$ cat src/rtl/fft_out_uart_scheduler.sv
// fft_out_uart_scheduler
// Reads the FFT result RAM (rd_ptr 0..N-1) after the last butterfly stage. Each complex sample
// {Re, Im} is captured, sign-extended to whole bytes and sent MSB-first to the UART TX byte port.
// Handshake: a byte moves on a rising clk edge when tx_valid && tx_ready. Once tx_valid is high,
// tx_data and tx_valid hold until that transfer. tx_valid is registered, so there is no
// combinational path from tx_ready.
// Optional feature: define FFT_OUT_HEADER_EN to send a 0xA5 sync byte and an 8-bit frame count
// before each frame.
// The current FSM state is kept in the internal signal 'state' so checkers can bind to it.
module fft_out_uart_scheduler #(
    parameter int bit_width = 24,
    parameter int N         = 16,
    parameter int SIZE      = 4
) (
    input  logic                 clk,
    input  logic                 rst_n,
    input  logic                 start_flag,
    output logic [SIZE-1:0]      rd_ptr,
    output logic                 en_rd,
    input  logic [bit_width-1:0] Re_i,
    input  logic [bit_width-1:0] Im_i,
    input  logic                 ram_valid,
    output logic [7:0]           tx_data,
    output logic                 tx_valid,
    input  logic                 tx_ready,
    output logic                 busy,
    output logic                 done_o
);

    localparam int BYTES = (bit_width + 7) / 8;
    localparam int W     = BYTES * 8;
    localparam int NB    = 2 * BYTES;
    localparam int CW    = $clog2(NB);

`ifdef FFT_OUT_HEADER_EN
    typedef enum logic [2:0] {
        S_IDLE = 3'd0,
        S_HDR  = 3'd1,
        S_READ = 3'd2,
        S_WAIT = 3'd3,
        S_SEND = 3'd4,
        S_DONE = 3'd5
    } state_t;
`else
    typedef enum logic [2:0] {
        S_IDLE = 3'd0,
        S_READ = 3'd2,
        S_WAIT = 3'd3,
        S_SEND = 3'd4,
        S_DONE = 3'd5
    } state_t;
`endif

    state_t            state;
    logic [CW-1:0]     byte_cnt;
    logic [2*W-1:0]    cap;
    logic signed [W-1:0] re_ext;
    logic signed [W-1:0] im_ext;
`ifdef FFT_OUT_HEADER_EN
    logic [7:0]        frame_cnt;
`endif

    // Sign-extend the RAM words to a whole number of bytes before slicing
    assign re_ext = W'($signed(Re_i));
    assign im_ext = W'($signed(Im_i));

    // Readout sequencer. All outputs are registered. The capture register shifts left one byte
    // per transfer, so the next byte to send always sits just below the top byte.
    always_ff @(posedge clk or negedge rst_n) begin
        if (!rst_n) begin
            state    <= S_IDLE;
            rd_ptr   <= '0;
            en_rd    <= 1'b0;
            tx_data  <= 8'd0;
            tx_valid <= 1'b0;
            busy     <= 1'b0;
            done_o   <= 1'b0;
            byte_cnt <= '0;
            cap      <= '0;
`ifdef FFT_OUT_HEADER_EN
            frame_cnt <= 8'd0;
`endif
        end else begin
            case (state)
                S_IDLE: begin
                    if (start_flag) begin
                        rd_ptr <= '0;
                        busy   <= 1'b1;
`ifdef FFT_OUT_HEADER_EN
                        state    <= S_HDR;
                        tx_data  <= 8'hA5;
                        tx_valid <= 1'b1;
                        byte_cnt <= '0;
`else
                        state <= S_READ;
                        en_rd <= 1'b1;
`endif
                    end
                end
`ifdef FFT_OUT_HEADER_EN
                S_HDR: begin
                    if (tx_valid && tx_ready) begin
                        if (byte_cnt == '0) begin
                            tx_data  <= frame_cnt;
                            byte_cnt <= CW'(1);
                        end else begin
                            tx_valid <= 1'b0;
                            byte_cnt <= '0;
                            en_rd    <= 1'b1;
                            state    <= S_READ;
                        end
                    end
                end
`endif
                S_READ: begin
                    en_rd <= 1'b0;
                    state <= S_WAIT;
                end
                S_WAIT: begin
                    if (ram_valid) begin
                        cap      <= {re_ext, im_ext};
                        tx_data  <= re_ext[W-1 -: 8];
                        tx_valid <= 1'b1;
                        byte_cnt <= '0;
                        state    <= S_SEND;
                    end
                end
                S_SEND: begin
                    if (tx_valid && tx_ready) begin
                        if (byte_cnt == CW'(NB - 1)) begin
                            tx_valid <= 1'b0;
                            byte_cnt <= '0;
                            if (rd_ptr == SIZE'(N - 1)) begin
                                done_o <= 1'b1;
                                state  <= S_DONE;
                            end else begin
                                rd_ptr <= rd_ptr + SIZE'(1);
                                en_rd  <= 1'b1;
                                state  <= S_READ;
                            end
                        end else begin
                            byte_cnt <= byte_cnt + CW'(1);
                            tx_data  <= cap[2*W-9 -: 8];
                            cap      <= cap << 8;
                        end
                    end
                end
                S_DONE: begin
                    done_o <= 1'b0;
                    busy   <= 1'b0;
                    rd_ptr <= '0;
`ifdef FFT_OUT_HEADER_EN
                    frame_cnt <= frame_cnt + 8'd1;
`endif
                    state  <= S_IDLE;
                end
                default: state <= S_IDLE;
            endcase
        end
    end

endmodule

$ cat config.mk
export PLATFORM = sky130hd
export DESIGN_NAME = fft_out_uart_scheduler
export DESIGN_NICKNAME = d
export VERILOG_FILES = /design/src/rtl/fft_out_uart_scheduler.sv
export SDC_FILE = /design/constraint.sdc
export NUM_CORES = 1
export LEC_CHECK = 0
export CAP_MARGIN = 10
export CELL_PAD_IN_SITES_DETAIL_PLACEMENT = 2
export CELL_PAD_IN_SITES_GLOBAL_PLACEMENT = 2
export CORE_ASPECT_RATIO = 1.1
export CORE_MARGIN = 2
export CORE_UTILIZATION = 31
export DETAILED_ROUTE_END_ITERATION = 8
export MAX_ROUTING_LAYER = met4
export PLACE_DENSITY = 0.86
export SLEW_MARGIN = 30
export SYNTH_ARGS = -nofsm -noshare
export SYNTH_HDL_FRONTEND = slang
export SYNTH_SLANG_ARGS = --single-unit
$ cat constraint.sdc
create_clock -name clk -period 2.57 [get_ports clk]
set_clock_uncertainty 0.1 [all_clocks]
set_input_delay 0.257 -clock clk [delete_from_list [all_inputs] [get_ports clk]]
set_output_delay 0.257 -clock clk [all_outputs]
set_load 0.02 [all_outputs]
==> results.txt, run 1 <==
The run finished with clean final reports. Overall global routing resource usage: 0.183. After technology mapping, the gate count stands at 326. TritonCTS built the clock tree. The final hold violation count is 0, and the via density per instance is 4.95. The worst-case IR drop observed on VDD is 0.000293 V. The count of buffers added on input and output ports is 68. The count of buffers added by post-CTS timing repair for setup is 0, and the worst slew margin relative to its limit is 0.715.

The total CTS buffers was 9. In the final design database the tool counted 449 nets. The share of the clock period used by the worst path is 0.845, and the sequential area share after synthesis is 0.498. After clock tree synthesis, the clock-pin slew on the worst setup and hold paths is 0.07 ns. The tools report the CTS root buffer as clkbuf_8. The first global-routing pass estimated 14,800 µm of wire.

The count of nets left with antenna violations once routing finished came out at 0. Most used flip-flop cell after synthesis: dfrtp_1. The worst setup path is launched from a flip-flop. Counting cells, the worst reg-to-reg path comes to 5.

After detailed routing, the total wire length is 8740 µm. Maximum clock frequency: 460 MHz. The fraction of layout instances using a drive strength above 1 is 0.158, and the width of the chip is 99.6 µm. The minimum setup slack among reg-to-reg paths was 0.40 ns.

The origin of the critical flop-to-flop path is state[1]. In the layout the commonest cells are nand2_1, clkdlybuf4s50_1, dfrtp_1, mux2_2, mux2_4. The finished cells cover 0.00409 mm². The slew of the pin with the lowest slew margin is 0.427 ns, and the buffer levels on the longest clock path is 2.

The number of iterations in the first detailed-routing pass is 4, and the starting density of the core is 0.316. The post-synth net total was 380. Area added between synthesis and finish: 31.5%. In this run the power density over the cells is 994 mW/mm². The tools report the worst path arrival time as 2.30 ns. The logs give 1.99 nW for the leakage power summed over all cells and 1,064 for the final-layout fill cell count. The finished layout holds 519 standard cells, fillers aside.

The max capacitance violation total is 0, and the register bit count reported by yosys is 62. The detailed router finished its first iteration with 45 violations. In the final timing run, aggregate negative setup slack is 0 ns. The area of the mapped netlist is 0.00311 mm². The clock latency reported for the late side of the worst-skew pair was 0.34 ns; the number of max-slew violations in the final report was 0. The final weighted congestion of routability-driven global placement is 0.754. Entering global routing, the biggest net connects 39 pins. CTS sink count: 62.

The tools report the number of antenna violations at the first check in global routing as 0. STA puts the critical path data required time at 2.70 ns. The share of flip-flops with an asynchronous set or reset after synthesis is 1.00, and the post-layout minimum cycle time is 2.17 ns.

The remaining global-route overflow is 0. The routed wire length per instance came out at 16.8 µm. In this run the critical register-to-register path is captured at cap[33].

The number of antenna diodes in the final layout is 0. The total number of vias was 2,567; the number of placed instances, taps included was 503. The critical path in this run is classified as reg -> reg.

The number of H-tree levels came out at 3. The run gives 0.00984 mm² as the area inside the core boundary. Leaving out fill and tap cells, the most frequent cell in the layout is nand2_1. The average instance in the mapped netlist occupies 9.55 µm².

The die covers 0.0109 mm². The tools report the total number of placement rows as 38. The run gives 0 as the number of DRC violations after detailed routing. The vertical extent of the die came out at 109 µm. The tools report the number of top-level pins as 69.

The run gives 0 as the number of setup violations in the final report. Instance area after placement: 0.00394 mm². For the half-perimeter wire length of the detailed placement result, the log shows 6450 µm. Total power after layout: 4.07 mW. The netlist uses 33 different library cells. The worst setup path is captured at a flip-flop. Count of instances resized after the clock tree is built: 0.

The worst hold path belongs to the class in -> async. Setup repair after global routing left no endpoint under its margin. For the via count of the first global-routing pass, the log shows 2,831. The number of warnings printed during yosys synthesis is 0, and the maximum fanout along the worst path is 22. The count of flip-flops with a built-in enable after synthesis is 0.
[synth_stat cells (2+ instances only)]
| cell type | n | share of area |
|---|---|---|
| and3_1 | 9 | 0.018 |
| o21ai_0 | 6 | 0.0096 |
| a21o_1 | 10 | 0.024 |
| dfrtp_1 | 62 | 0.50 |
| inv_1 | 8 | 0.0096 |
| a21oi_1 | 8 | 0.013 |
| nor2_1 | 5 | 0.0060 |
| o31ai_1 | 2 | 0.0048 |
| a41oi_1 | 2 | 0.0056 |
| buf_6 | 4 | 0.014 |
| nor3_1 | 4 | 0.0064 |
| a31oi_1 | 3 | 0.0060 |
| buf_2 | 4 | 0.0064 |
| clkbuf_1 | 10 | 0.012 |
| o22ai_1 | 3 | 0.0060 |
| mux2_4 | 12 | 0.058 |
| nand3_1 | 4 | 0.0064 |
| mux2_2 | 28 | 0.10 |
| nand2_1 | 128 | 0.15 |
[flip-flops by register name, summed over array words and instances, names as in the netlist]
signal    flops
busy          1
byte_cnt      3
cap          40
done_o        1
en_rd         1
rd_ptr        4
state         3
tx_data       8
tx_valid      1
[metal layers]
| metal | GRT usage | part of all wire | up-vias |
|---|---|---|---|
| met5 | - | 0 | - |
| met4 | 0.0675 | 0.012 | 0 |
| met1 | 0.198 | 0.41 | 1290 |
| met3 | 0.0314 | 0.030 | 9 |
| met2 | 0.337 | 0.55 | 48 |
| li1 | - | - | 1220 |
[worst max-delay path by stage]
stage,from,endpoint,slack [ns]
floorplan,state[0],cap[31],0.64
global placement,state[0],tx_data[5],0.48
detailed placement,state[0],cap[33],0.40
CTS,state[0],cap[33],0.38
global route,state[0],tx_data[0],0.30
finish,state[1],cap[33],0.40
[logic make-up (layout without fill, tap and decap cells)]
family,after synthesis,count (layout),share of synthesized area
mux,41,41,0.162
fa+ha+maj,1,1,0.00402
compound gates,35,35,0.0723
flops,62,62,0.498
simple gates,160,160,0.218
buf+inv,27,100,0.0450
[repair_timing]
item,4_1_cts,5_1_grt
endpoints found under the hold margin,17,0
hold buffers,1,0
setup endpoints to repair,0,0
[report_power, final]
part	internal [mW]	switching [mW]	total, mW
Sequential	1.41	0.312	1.72
Combinational	0.921	0.714	1.64
Clock	0.343	0.372	0.715
Total	2.67	1.40	4.07
[critical path, stage by stage, from the launching register on]
cell and delay [ns]:
dfrtp_1 0.51, or3b_4 0.55, nor2_1 0.25, o22ai_4 0.13, buf_12 0.20, mux2_4 0.31
[area by class of cell]
type,instances,area (µm²),share of cell area
Tap cell,120,150,0.0367
Clock inverter,2,10.0,0.00244
Clock buffer,13,139,0.0339
Sequential cell,62,1550,0.379
Multi-Input combinational cell,237,1440,0.352
Timing Repair Buffer,77,771,0.188
Inverter,8,30.0,0.00733
[metrics by stage]
stage / util / hold slack (ns) / worst slack, ns
2_1_floorplan: - / -0.139 / 0.639
3_3_place_gp: 0.400 / 0.116 / 0.477
3_5_place_dp: 0.400 / 0.121 / 0.396
4_1_cts: 0.416 / 0.291 / 0.380
5_1_grt: 0.416 / 0.303 / 0.297
6_report: 0.416 / 0.286 / 0.398
(Power assumes the default switching activity.)
==> run 2: changes to the inputs <==
==> constraint.sdc (replaced) <==
create_clock -name clk -period 2.1 [get_ports clk]
set_clock_uncertainty 0.1 [all_clocks]
set_input_delay 0.21 -clock clk [delete_from_list [all_inputs] [get_ports clk]]
set_output_delay 0.21 -clock clk [all_outputs]
set_load 0.02 [all_outputs]
==> run 2 against run 1 <==
  * Flip-flop and latch count unchanged
  * Final area grew 2.0%
  * Largest cell class unchanged
  * Die area unchanged
  * Sequential power rose by 19%
  * Combinational power up 30%
  * Core utilization grew 0.81 points
  * Critical path type unchanged
  * First-iteration DRC count up 47%
  * Via count up 1.2%
  * Cell count up 0.39%
  * Maximum frequency up 10%
  * Critical endpoint is now tx_data[0]
  * Clock-buffer cell count is 2 lower
  * Critical path depth stayed put
==> results.txt, run 2 (synthesis results as in run 1) <==
The leakage power summed over all cells was 2.02 nW (was 1.99 nW). Maximum clock frequency: 507 MHz (was 460 MHz). The post-layout minimum cycle time came out at 1.97 ns (was 2.17 ns).

For the multi-input combinational cell area, the log shows 0.00144 mm² (unchanged). The tools report the part of the power in registers as 0.392 (was 0.422). The share of the clock period used by the worst path is 0.940 (was 0.845), and the peak supply drop is 0.000325 V (was 0.000293 V).

The vertical extent of the die is 109 µm (unchanged). The via count of the first global-routing pass was 2,849 (was 2,831). The switching fraction of total power was 0.334 (was 0.343). For the CTS sink count, the log shows 62 (unchanged).

The clock slew at the register clock pins of the worst setup and hold paths came out at 0.07 ns (about the same). The flow ran to the end, and the final reports show no timing, DRC or antenna violations. The total number of vias is 2,599 (was 2,567). For the number of nets still failing antenna checks after routing, the log shows 0 (unchanged).

For the net switching power, the log shows 1.74 mW (was 1.40 mW). For the count of antenna diodes in the layout, the log shows 0 (unchanged). Worst path arrival time: 2.10 ns (was 2.30 ns).

The area inside the core boundary came out at 0.00984 mm² (unchanged). Setup repair after global routing left no endpoint under its margin. The global-route wire length before repair is 14,200 µm (was 14,800 µm), and the combinational cell fraction of total power is 0.409 (was 0.402). The tools report the number of antenna violations at the first check in global routing as 0 (unchanged). The beginning of the critical path is state[0] (was state[1]). The number of input and output port buffers inserted works out to 68 (unchanged).

The layer carrying the most global-route usage was met2 (unchanged). The number of top-level pins came out at 69 (unchanged). The tools report the detailed router's first-iteration violation count as 66 (was 45).

The half-perimeter wire length of the detailed placement result was 6330 µm (was 6450 µm); the number of iterations in the first detailed-routing pass was 4 (unchanged). The final weighted congestion of routability-driven global placement is 0.743 (was 0.754). The fraction of layout instances using a drive strength above 1 came out at 0.170 (was 0.158). Instance area after placement: 0.00398 mm² (was 0.00394 mm²). The run gives 8640 µm (was 8740 µm) as the final wirelength. The tools report the minimum setup slack among reg-to-reg paths as 0.13 ns (was 0.40 ns).

Worst min-delay path category: in -> async (unchanged). The floorplan die area was 0.0109 mm² (unchanged); the met3 track demand over resource in global routing was 0.0263 (was 0.0314). The areal power density over the cells was 1250 mW/mm² (was 994 mW/mm²). For the portion of total power attributed to the clock network, the log shows 0.200 (was 0.176). The total CTS buffers came out at 9 (unchanged).

The run gives 0.174 (was 0.183) as the overall global routing resource usage. The most common cell after layout, fill and taps aside is nand2_1 (unchanged). For the sequential cell area, the log shows 0.00155 mm² (unchanged). For the number of setup violations in the final report, the log shows 0 (unchanged). Most frequent cells in the layout: nand2_1, clkdlybuf4s50_1, dfrtp_1, mux2_2, mux2_4 (unchanged). The remaining global-route overflow was 0 (unchanged); the area added between synthesis and finish was 34.0% (was 31.5%). The design internal power was 3.46 mW (was 2.67 mW). The buffer levels on the longest clock path was 2 (unchanged); the maximum fanout along the worst path was 22 (unchanged).

Most flop-heavy register: cap (unchanged). The run gives 46 (was 39) as the pin count of the biggest net entering global routing. The tools report the nature of the critical path endpoint as a flip-flop (unchanged). The category of the worst setup path launch point is a flip-flop (unchanged). CTS root buffer: clkbuf_8 (unchanged). Starting density of the core: 0.316 (unchanged).

Largest registers: cap: 40 flops, tx_data: 8 flops, rd_ptr: 4 flops (unchanged). The sum of negative setup slack was 0 ns (unchanged). The slew of the pin with the lowest slew margin is 0.498 ns (was 0.427 ns), and the global-route track usage on met2 is 0.315 (was 0.337). The logs give 3 (unchanged) for the number of H-tree levels and 451 (was 449) for the net count of the finished layout.

The number of flip-flops under the largest register name works out to 40 (unchanged). The logs give 0.668 (was 0.715) for the worst slew margin relative to its limit and 0.194 (was 0.198) for the met1 layer usage reported by global route. The max capacitance violation total came out at 0 (unchanged).

The area of all placed cells without fillers is 0.00417 mm² (was 0.00409 mm²), and the final-layout fill cell count is 1,085 (was 1,064). The clock latency reported for the late side of the worst-skew pair is 0.34 ns (about the same), and the logic depth of the worst register-to-register path is 5 (unchanged). TritonCTS built the clock tree.

The width of the chip works out to 99.6 µm (unchanged). The startpoint-to-endpoint class of the critical path was reg -> reg (unchanged). The total power after layout is 5.20 mW (was 4.07 mW). The worst flop-to-flop path endpoint is tx_data[0] (was cap[33]). The tools report the origin of the critical flop-to-flop path as state[0] (was state[1]). The end point of the critical path was tx_data[0] (was cap[33]).

The logs give 0 (unchanged) for the number of DRC violations after detailed routing and 0 (unchanged) for the final hold violation count. The tools report the number of max-slew violations in the final report as 0 (unchanged). The via density per instance is 4.99 (was 4.95). The routed wire length per instance works out to 16.6 µm (was 16.8 µm). The count of buffers added by post-CTS timing repair for setup was 0 (unchanged); the data required time at the worst endpoint was 2.22 ns (was 2.70 ns). The utilization after layout came out at 0.424 (was 0.416). The total number of placement rows is 38 (unchanged).
-- run 2: power groups by stage --
stage	sequential, mW	combinational, mW	clock (mW)
after floorplan	2.07	1.36	0
after global placement	2.01	2.03	0
after detailed placement	2.06	2.16	0
after CTS	2.05	2.18	1.07
after global routing	2.11	2.32	1.12
final	2.04	2.13	1.04
-- run 2: how the worst min path moves through the flow --
| stage | startpoint | end | slack (ns) | cells past startpoint |
|---|---|---|---|---|
| global route | rst_n | tx_data[5] | 0.30 | 2 |
| floorplan | rst_n | busy | -0.19 | 0 |
| CTS | rst_n | cap[38] | 0.27 | 2 |
| finish | rst_n | tx_data[1] | 0.26 | 2 |
| global placement | rst_n | cap[38] | 0.10 | 1 |
| detailed placement | rst_n | tx_data[1] | 0.11 | 1 |
-- run 2: final cells by class --
cell class,count,share of cell area
Sequential cell,62,0.372
Multi-Input combinational cell,237,0.346
Timing Repair Buffer,79,0.194
Tap cell,120,0.0360
Clock buffer,11,0.0339
Clock inverter,4,0.0114
Inverter,8,0.00719
-- run 2: repair_timing --
item | in CTS | in global routing
endpoints found under the hold margin | 19 | 0
hold buffers | 1 | 0
gates resized for setup | 0 | 0
-- run 2: per-layer routing --
| metal | up-vias | wire length [µm] |
|---|---|---|
| li1 | 1220 | - |
| met1 | 1317 | 3560 |
| met2 | 52 | 4740 |
| met3 | 10 | 251 |
| met4 | 0 | 98 |
| met5 | - | 0 |
-- run 2: per-stage QoR --
step | setup WS [ns] | instances | hold slack [ns]
global placement | 0.109 | 505 | 0.100
global route | 0.0668 | 521 | 0.302
detailed placement | 0.0479 | 505 | 0.110
finish | 0.126 | 521 | 0.261
floorplan | 0.169 | 326 | -0.186
CTS | 0.113 | 521 | 0.271
-- run 2: worst max-delay path, cell delays in order (launching register included) --
cell and delay (ns):
dfrtp_1 0.40, or3b_4 0.51, nor2_1 0.23, o22ai_4 0.12
buf_12 0.18, mux2_4 0.31
==> run 3: changes to the inputs <==
--- a/config.mk
+++ b/config.mk
@@ -10,10 +10,10 @@
 export CELL_PAD_IN_SITES_GLOBAL_PLACEMENT = 2
 export CORE_ASPECT_RATIO = 1.1
 export CORE_MARGIN = 2
-export CORE_UTILIZATION = 31
+export CORE_UTILIZATION = 28
 export DETAILED_ROUTE_END_ITERATION = 8
 export MAX_ROUTING_LAYER = met4
-export PLACE_DENSITY = 0.86
+export PLACE_DENSITY = 0.82
 export SLEW_MARGIN = 30
 export SYNTH_ARGS = -nofsm -noshare
 export SYNTH_HDL_FRONTEND = slang
==> constraint.sdc (replaced) <==
create_clock -name clk -period 1.8 [get_ports clk]
set_clock_uncertainty 0.1 [all_clocks]
set_input_delay 0.18 -clock clk [delete_from_list [all_inputs] [get_ports clk]]
set_output_delay 0.18 -clock clk [all_outputs]
set_load 0.02 [all_outputs]
==> run 3 against run 2 <==
  * Clock-buffer cell count is the same
  * Largest power group unchanged
  * Combinational power rose by 23%
  * Final area increased by 5.5%
  * First-iteration DRC count is 29% higher
  * Critical path depth did not move
  * Largest cell class unchanged
  * Clock power up 52%
  * The run now ends with negative setup slack left
  * Flip-flop and latch count unchanged
==> results.txt, run 3 (synthesis results as in run 1) <==
The run finished, with violations left. The final reports fail on negative setup slack. The logs give 3 (unchanged) for the number of H-tree levels and 0.181 (was 0.174) for the overall global routing resource usage.

The leakage power summed over all cells came out at 2.14 nW (was 2.02 nW). The area added between synthesis and finish came out at 41.5% (was 34.0%). The slowest cell on the critical path was dfrtp_2 (was or3b_4).

For the worst slew margin relative to its limit, the log shows 0.571 (was 0.668). The maximum fanout along the worst path was 17 (was 22); the final hold violation count was 0 (unchanged). The number of antenna violations at the first check in global routing is 0 (unchanged). The worst min-delay path category is in -> async (unchanged).

The portion of total power attributed to the clock network came out at 0.240 (was 0.200). The via density per instance was 4.68 (was 4.99); the pin count of the biggest net entering global routing was 46 (unchanged). Setup repair after global routing could not meet its margin everywhere. The peak supply drop is 0.000408 V (was 0.000325 V), and the CTS sink count is 62 (unchanged). The end point of the critical path is cap[8] (was tx_data[0]). The run gives 0 (unchanged) as the count of antenna diodes in the layout. The clock slew at the register clock pins of the worst setup and hold paths works out to 0.05 ns (was 0.07 ns).

The logic depth of the worst register-to-register path was 5 (unchanged); the part of the power in registers was 0.361 (was 0.392). The switching fraction of total power was 0.331 (was 0.334). The tools report the total CTS buffers as 9 (unchanged).

The run gives 32 (was 0) as the number of setup violations in the final report. The number of nets still failing antenna checks after routing is 0 (unchanged), and the number of DRC violations after detailed routing is 0 (unchanged). The logs give 0.00409 mm² (was 0.00398 mm²) for the instance area after placement and 562 (was 521) for the number of cells in the finished layout apart from fillers.

The final-layout fill cell count is 1,181 (was 1,085), and the remaining global-route overflow is 0 (unchanged). The areal power density over the cells works out to 1500 mW/mm² (was 1250 mW/mm²). For the via count of the first global-routing pass, the log shows 3,087 (was 2,849).

Design internal power: 4.41 mW (was 3.46 mW). The slew of the pin with the lowest slew margin was 0.644 ns (was 0.498 ns). The fraction of layout instances using a drive strength above 1 came out at 0.210 (was 0.170). The total number of vias is 2,628 (was 2,599), and the data required time at the worst endpoint is 1.91 ns (was 2.22 ns).

The peak per-stage delay on the critical path is 0.41 ns (was 0.51 ns), and the critical path depth is 5 (unchanged). The run gives 0.00155 mm² (about the same) as the sequential cell area. Half-perimeter wire length of the detailed placement result: 6690 µm (was 6330 µm).

For the combinational cell fraction of total power, the log shows 0.398 (was 0.409). The worst flop-to-flop path endpoint is cap[8] (was tx_data[0]). The category of the worst setup path launch point was a flip-flop (unchanged). The tools report the number of iterations in the first detailed-routing pass as 5 (was 4). The number of input and output port buffers inserted works out to 68 (unchanged). The number of placed instances, taps included is 542 (was 505), and the post-layout minimum cycle time is 1.86 ns (was 1.97 ns). The floorplan die area is 0.0120 mm² (was 0.0109 mm²), and the area inside the core boundary is 0.0109 mm² (was 0.00984 mm²). Largest registers: cap: 40 flops, tx_data: 8 flops, rd_ptr: 4 flops (unchanged). The origin of the critical flop-to-flop path was state[0] (unchanged). The final weighted congestion of routability-driven global placement came out at 0.754 (was 0.743).

The logs give 0.00441 mm² (was 0.00417 mm²) for the area of all placed cells without fillers and -0.0587 ns (was 0.126 ns) for the final worst slack. The startpoint-to-endpoint class of the critical path was reg -> reg (unchanged). For the number of max-slew violations in the final report, the log shows 0 (unchanged). The run gives 538 MHz (was 507 MHz) as the maximum clock frequency. The number of flip-flops under the largest register name is 40 (unchanged), and the multi-input combinational cell area is 0.00148 mm² (was 0.00144 mm²). The buffer levels on the longest clock path was 2 (unchanged). Most frequent cells in the layout: nand2_1, clkdlybuf4s50_1, dfrtp_1, mux2_2, buf_4 (was nand2_1, clkdlybuf4s50_1, dfrtp_1, mux2_2, mux2_4).

Detailed router's first-iteration violation count: 85 (was 66). CTS root buffer: clkbuf_16 (was clkbuf_8). The run gives 1.97 ns (was 2.10 ns) as the worst path arrival time. The dominant delay contributor by cell family on the critical path was flip-flops (was simple AND/OR/NAND/NOR gates).

The tools report the beginning of the critical path as state[0] (unchanged). The routed wire length per instance came out at 17.4 µm (was 16.6 µm). The most flop-heavy register is cap (unchanged). The width of the chip was 105 µm (was 99.6 µm). The sum of buffers and inverters on the critical path came out at 2 (was 1).

The share of the clock period used by the worst path is 1.03 (was 0.940), and the number of top-level pins is 69 (unchanged). Ordered list of cells on the worst path: buf_4, and4b_1, o22ai_4, buf_6, mux2_2 (was or3b_4, nor2_1, o22ai_4, buf_12, mux2_4). The most common cell after layout, fill and taps aside was nand2_1 (unchanged). The run gives 16,200 µm (was 14,200 µm) as the global-route wire length before repair. The nature of the critical path endpoint was a flip-flop (unchanged). The net count of the finished layout is 464 (was 451). The utilization after layout was 0.406 (was 0.424); the minimum setup slack among reg-to-reg paths was -0.06 ns (was 0.13 ns).

TritonCTS built the clock tree. The tools report the total number of placement rows as 40 (was 38). The total power after layout was 6.59 mW (was 5.20 mW); the net switching power was 2.18 mW (was 1.74 mW). The logs give 9780 µm (was 8640 µm) for the final wirelength and 0.34 ns (about the same) for the clock latency reported for the late side of the worst-skew pair. The vertical extent of the die was 115 µm (was 109 µm); the starting density of the core was 0.287 (was 0.316). For the max capacitance violation total, the log shows 0 (unchanged).
run 3: cell types whose count changed in the layout (fill, tap and decap cells not counted), moves of 2 or more:
| cell | delta |
|---|---|
| buf_12 | -2 |
| buf_4 | +12 |
| buf_6 | +3 |
| clkbuf_16 | +9 |
| clkbuf_8 | -9 |
| clkinv_2 | +3 |
| nor3_1 | -2 |
| nor3_4 | +2 |
run 3: per-layer routing:
metal	global-route usage	share of wire
met3	0.0279	0.029
met4	0.0874	0.027
met2	0.328	0.54
met5	-	0
met1	0.194	0.41
run 3: timing repair:
item | CTS | global route
pin swaps | 2 | 2
setup endpoints to repair | 46 | 51
cloned | 1 | 0
gates resized for setup | 4 | 7
hold buffers | 1 | 0
buffers inserted | 4 | 1
hold endpoints to repair | 22 | 0
run 3: cell type report:
cell class,count,share of cell area
multi-input cells,237,0.335
well taps,147,0.0417
clock buffers,11,0.0551
flip-flops and latches,62,0.352
repair buffers,92,0.203
clock inverters,5,0.00568
inverters,8,0.00682
run 3: power by group through the flow:
| stage | Sequential, mW | Clock (mW) | Combinational [mW] |
|---|---|---|---|
| detailed placement | 2.41 | 0 | 2.57 |
| CTS | 2.39 | 1.62 | 2.75 |
| global route | 2.47 | 1.69 | 2.88 |
| global placement | 2.37 | 0 | 2.42 |
| finish | 2.38 | 1.58 | 2.63 |
| floorplan | 2.41 | 0 | 1.61 |
run 3: metrics by stage:
stage	setup TNS (ns)	setup slack (ns)	hold slack, ns
global placement	-5.48	-0.168	0.125
finish	-1.07	-0.0587	0.309
global route	-3.95	-0.131	0.370
detailed placement	-7.49	-0.224	0.143
CTS	-3.15	-0.0899	0.336
floorplan	-0.571	-0.0504	-0.216
run 3: worst min path at each step:
stage,startpoint,to,slack [ns],cells after the start
after floorplan,rst_n,busy,-0.22,0
after global placement,rst_n,tx_data[7],0.12,1
after detailed placement,rst_n,tx_data[7],0.14,1
after CTS,rst_n,tx_data[1],0.34,2
after global routing,rst_n,cap[21],0.37,2
final,rst_n,cap[23],0.31,2
